`config.mk`:
```
export PLATFORM = sky130hd
export DESIGN_NAME = debouncer_bank
export DESIGN_NICKNAME = d
export VERILOG_FILES = /design/src/rtl/debouncer_bank.sv
export SDC_FILE = /design/constraint.sdc
export NUM_CORES = 1
export LEC_CHECK = 0
export BUFFER_PORTS_ARGS = -buffer_cell sky130_fd_sc_hd__buf_2
export CAP_MARGIN = 20
export CORE_AREA = 4 4 70 72
export DETAILED_ROUTE_END_ITERATION = 6
export DIE_AREA = 0 0 74 76
export PLACE_DENSITY_LB_ADDON = 0.05
export SETUP_SLACK_MARGIN = 0.05
export SYNTH_ARGS = -nofsm -noshare
export SYNTH_HDL_FRONTEND = slang
export SYNTH_SLANG_ARGS = --single-unit
export TNS_END_PERCENT = 10
```
`constraint.sdc`:
```
create_clock -name CLK -period 2.8 [get_ports CLK]
set_input_delay 0.56 -clock CLK [delete_from_list [all_inputs] [get_ports CLK]]
set_output_delay 0.56 -clock CLK [all_outputs]
set_load 0.02 [all_outputs]
```
`src/rtl/debouncer_bank.sv`:
```
// debouncer_bank: per-channel synchronizer + stability counter + FSM.
// Ports: CLK, reset (sync, active-high), enable (0 = bypass), in[CHANNELS] raw inputs,
//        out[CHANNELS] clean levels, rise/fall[CHANNELS] 1-cycle pulses, changed = OR of pulses.
module debouncer_bank #(
    parameter int   CHANNELS    = 4,
    parameter int   WAIT_BITS   = 8,
    parameter int   SYNC_STAGES = 2,
    parameter logic RESET_LEVEL = 1'b0
) (
    input  logic                CLK,
    input  logic                reset,
    input  logic                enable,
    input  logic [CHANNELS-1:0] in,
    output logic [CHANNELS-1:0] out,
    output logic [CHANNELS-1:0] rise,
    output logic [CHANNELS-1:0] fall,
    output logic                changed
);

    typedef enum logic {
        STABLE,
        COUNTING
    } state_t;

    localparam logic [WAIT_BITS-1:0] CNT_MAX = '1;
    localparam logic [WAIT_BITS-1:0] CNT_ONE = WAIT_BITS'(1);

    logic [SYNC_STAGES-1:0] sync_q  [CHANNELS];
    state_t                 state_q [CHANNELS];
    state_t                 state_d [CHANNELS];
    logic [WAIT_BITS-1:0]   cnt_q   [CHANNELS];
    logic [WAIT_BITS-1:0]   cnt_d   [CHANNELS];
    logic [CHANNELS-1:0]    s;
    logic [CHANNELS-1:0]    out_d;
    logic [CHANNELS-1:0]    rise_d;
    logic [CHANNELS-1:0]    fall_d;

    always_comb begin
        s = '0;
        for (int i = 0; i < CHANNELS; i++) begin
            s[i] = sync_q[i][SYNC_STAGES-1];
        end
    end

    always_comb begin
        out_d = out;
        for (int i = 0; i < CHANNELS; i++) begin
            state_d[i] = state_q[i];
            cnt_d[i]   = cnt_q[i];
            if (!enable) begin
                // Bypass: follow the synchronized input, drop any count.
                out_d[i]   = s[i];
                state_d[i] = STABLE;
                cnt_d[i]   = '0;
            end else begin
                unique case (state_q[i])
                    STABLE: begin
                        cnt_d[i] = '0;
                        if (s[i] != out[i]) begin
                            state_d[i] = COUNTING;
                        end
                    end
                    COUNTING: begin
                        if (s[i] == out[i]) begin
                            // Input bounced back: glitch rejected.
                            state_d[i] = STABLE;
                            cnt_d[i]   = '0;
                        end else if (cnt_q[i] == CNT_MAX) begin
                            out_d[i]   = s[i];
                            state_d[i] = STABLE;
                            cnt_d[i]   = '0;
                        end else begin
                            cnt_d[i] = cnt_q[i] + CNT_ONE;
                        end
                    end
                endcase
            end
        end
        rise_d = out_d & ~out;
        fall_d = ~out_d & out;
    end

    always_ff @(posedge CLK) begin
        if (reset) begin
            for (int i = 0; i < CHANNELS; i++) begin
                sync_q[i]  <= {SYNC_STAGES{RESET_LEVEL}};
                state_q[i] <= STABLE;
                cnt_q[i]   <= '0;
            end
            out     <= {CHANNELS{RESET_LEVEL}};
            rise    <= '0;
            fall    <= '0;
            changed <= 1'b0;
        end else begin
            for (int i = 0; i < CHANNELS; i++) begin
                sync_q[i]  <= {sync_q[i][SYNC_STAGES-2:0], in[i]};
                state_q[i] <= state_d[i];
                cnt_q[i]   <= cnt_d[i];
            end
            out     <= out_d;
            rise    <= rise_d;
            fall    <= fall_d;
            changed <= |(rise_d | fall_d);
        end
    end

endmodule

```
Word level (Yosys, flattened, before mapping):

Memory sizes are Yosys's and may differ from the RTL's.
Index checks and enable logic that the tools add are counted.

* add/sub/neg operators: 4
* eq/ne operators: 12
* multiplexer cells: 67
* bitwise operators: 21
* reduce and logical (&&, ||, !) cells: 1

Operator list (number)
* $mux W8: 16
* $pmux W8 S2: 4
* $mux W1: 39
* $add A8 B1 Y8 const B: 4
* $eq A8 B8 Y1 const B: 4
* $or A1 B1 Y1: 12
* $and A4 B4 Y4: 2
* $mux W2: 4
* $not A4 Y4: 2
* $pmux W1 S2: 4
* $eq A1 B1 Y1: 4
* $ne A1 B1 Y1: 4
* $not A1 Y1: 4
* $or A4 B4 Y4: 1
* $reduce_or A4 Y1: 1

* register bits: 13
* bits in writable memories: 44
* output and inout bits: 13
* memories: 3

Memories
* cnt_q: words 4, width 8, rd ports 4, clocked after memory_dff 0, write ports 4, line 31 `logic [WAIT_BITS-1:0] cnt_q [CHANNELS];`
* sync_q: words 4, width 2, rd ports 4, clocked after memory_dff 0, write ports 4, line 28 `logic [SYNC_STAGES-1:0] sync_q [CHANNELS];`
* state_q: words 4, width 1, rd ports 4, clocked after memory_dff 0, write ports 4, line 29 `state_t state_q [CHANNELS];`

Depth between registers and ports, before layout:

* depth in word-level cells: 9
* mapped depth: 6
* mapped depth without buffers: 6

Worst setup path before layout:

Ideal clock, no wire load.

* path type: register to register
* start point: memory cnt_q[3][0]
* end point: register changed
* library setup time: 138 ps
* arrival: 1812 ps
* required time: 2662 ps
* slack: 850 ps
* cell stages (with the launch flop): 7
* buffers on the path: 0
* clock period less this slack: 1950 ps
* path through: dfxtp_1 -> ha_1 -> nand4_1 -> o31ai_4 -> mux2_2 -> ha_1 -> a41oi_1

RTL lines
* start: declaration: line 31
* end signal: assignment: line 103 `changed <= |(rise_d | fall_d);`
* end: declaration: line 17 `output logic changed`

==> reports/metrics.yaml <==
outcome: "finished, final reports clean"
cts_max_level: 3
clk-insertion-delay-late_ns: 0.33
vdd_drop_max_uv: 426.5
grtUsageTotal_pct: 15.82
via_per_inst: 5.323
post_route_cells_drive_above_1_share_pct: 15.77
yosysTopAreaCell: "dfxtp_1"
worst_pin_slew_ns: 0.5903
antennaDiodeCount: 0
end_kind: "flip-flop"
ioPinCount: 20
slew_violations: 0
power_density_mw_per_mm2: 567.8
slowest_delay_ns: 0.39
grt_pass1_vias: 1635
hold_path_depth: 1
nets: 293
cp_slowest_cell: "dfxtp_1"
clock_path_buffers: 2
crit_top_cell: "ha_1"
required_ns: 3.05
path_max_fanout: 5
cts.sinks: 57
fin_skew_ns: 0.005991
hpwlAfterDp_um: 2845
start_kind: "flip-flop"
remaining_drc_errors: 0
hold_path_class: "flip-flop to flip-flop"
power.leakage_uw: 0.001023
final_hold_viol_count: 0
area_growth_pct: 13.17
vias: 1762
period_share_pct: 74.17
cts.clk_slew.worst_paths_ns: 0.06
rsz0062_at_grt: "no"
cts_made_buffers: 9
dr.pass1.iters: 4
syn_nets: 266
yosys_warnings: 0
dieArea_mm2: 0.005624
dieHeight_um: 76
min_from: "sync_q[0][0]"
ys_seq_area_share_pct: 47.11
grt_first_pass_wirelength_um: 6955
slew_headroom_pct: 60.35
die_x_um: 74
synth_edf_count: 0
mostFrequentLayoutCell: "dfxtp_1"
syn-cell-area_mm2: 0.002422
cp_data_arrival_time_ns: 2.33
criticalPathCategory: "flip-flop to flip-flop"
antenna_found_initial: 0
grt_max_degree: 27
crit_family: "adder cells"
final_util_pct: 63.84
synthArstFlopShare_pct: 0
layout_common_cells: "57 x dfxtp_1, 19 x buf_2, 17 x nand3_1"
gp_congestion: 0.8729
hold_buffers: 0
cts_tree: "yes"
post_drt_wl_per_cell_um: 12.06
setup_viol: 0
postSynthAreaPerCell_um2: 9.807
rr_worst_depth: 6
cp_cell_sequence: "ha_1 -> nand4_1 -> o31ai_4 -> mux2_2 -> ha_1 -> a41oi_1"
maxCapViolations: 0
core_mm2: 0.004294
placementRows: 24
synth_cell_types: 34
fin_crit_ns: 2.077
tns_ns: 0
wl_um: 3993
gr-total-overflow: 0
synth_area_leaders: "dfxtp_1 47%, ha_1 6.2%, nor2b_1 4.1%"
root_buffer: "clkbuf_8"
ant_nets: 0
post-cts-setup-buffer-count: 0
ys_ff_latch: 57
min_delay_worst_endpoint: "sync_q[0][1]"
syn_inst: 247
synth_top_area_share_pct: 47.11
r2r-start: "cnt_q[3][0]"
synth_top_flop_cell: "dfxtp_1"
r2r_slack_ns: 0.72
worst-path-buf-inv: 0
port_buffers: 19
r2r-end: "changed"
drtIter0Drc: 56
max_freq_ghz: 0.4815
start_util_pct: 56.41
cts.repair.resized: 0
sequential cells by signal, indices dropped and copies added, names as in the netlist:
name / flops
state_q: 4
rise: 4
sync_q: 8
changed: 1
cnt_q: 32
out: 4
fall: 4
power by group:
part / switching, uW / internal [uW] / leakage, uW / total, uW
sequential: 8.23 / 823 / 0.000462 / 832
clock: 304 / 365 / 0.0000932 / 669
combinational: 30.1 / 25.7 / 0.000468 / 55.8
cell families after synthesis:
family          synth area share, %
compound gates                10.02
buf+inv                       2.325
fa+ha+maj                     6.198
xor+xnor                      5.785
flops                         47.11
simple gates                  23.40
mux                           5.165
Yosys cell counts, types with 3 or more instances:
master and count:
xnor2_1 5, a21oi_1 14, ha_1 12, or3_1 4, nand2b_1 8, mux2i_1 8, nor2_1 10, inv_1 11
dfxtp_1 57, mux2_2 4, or4_1 3, o21ai_0 8, nand3_1 17, o31ai_1 3, nor3b_1 6, a211oi_1 3
o21ai_2 3, nand2_1 10, nand4_1 8, nor3_1 11, xor2_1 11, nor2b_1 16
stage by stage:
step | instance area (um2) | hold WS (ns) | setup WS, ns | power [uW] | std cells
floorplan | 2422 | 0.4138 | 0.8505 | 888.4 | 247
finish | 2741 | 0.4351 | 0.7232 | 1557 | 331
global route | 2741 | 0.4328 | 0.5756 | 1633 | 331
CTS | 2741 | 0.4240 | 0.7093 | 1577 | 331
detailed placement | 2567 | 0.4256 | 0.7210 | 906.2 | 315
global placement | 2567 | 0.4183 | 0.7603 | 905.0 | 315
worst register-to-register path: stages, from the launching register on:
cell and delay (ns):
dfxtp_1 0.39, ha_1 0.27, nand4_1 0.23, o31ai_4 0.34, mux2_2 0.37, ha_1 0.26, a41oi_1 0.14
cell type report:
class                      instances  area, um2
sequential                        57       1141
inverter                          11      41.29
tap                               52      65.06
timing repair buffer              19      95.09
clock inverter                     3      15.01
fill                             369       1553
clock buffer                      13      158.9
multi-input combinational        176       1225
worst max-delay path by stage:
| stage | slack (ns) | start | cells after the start | endpoint |
|---|---|---|---|---|
| 3_3_place_gp | 0.76 | cnt_q[3][0] | 6 | changed |
| 4_1_cts | 0.71 | cnt_q[3][0] | 6 | changed |
| 6_report | 0.72 | cnt_q[3][0] | 6 | changed |
| 3_5_place_dp | 0.72 | cnt_q[3][0] | 6 | changed |
| 2_1_floorplan | 0.85 | cnt_q[3][0] | 6 | changed |
| 5_1_grt | 0.58 | cnt_q[3][0] | 6 | changed |
metal layers:
metal,up-vias,GRT usage [%],share of wire [%]
met5,-,0,0
li1,936,-,-
met4,0,8.152,1.8
met3,8,5.937,5.4
met2,28,21.90,41
met1,790,21.12,52
(Power assumes the default switching activity.)
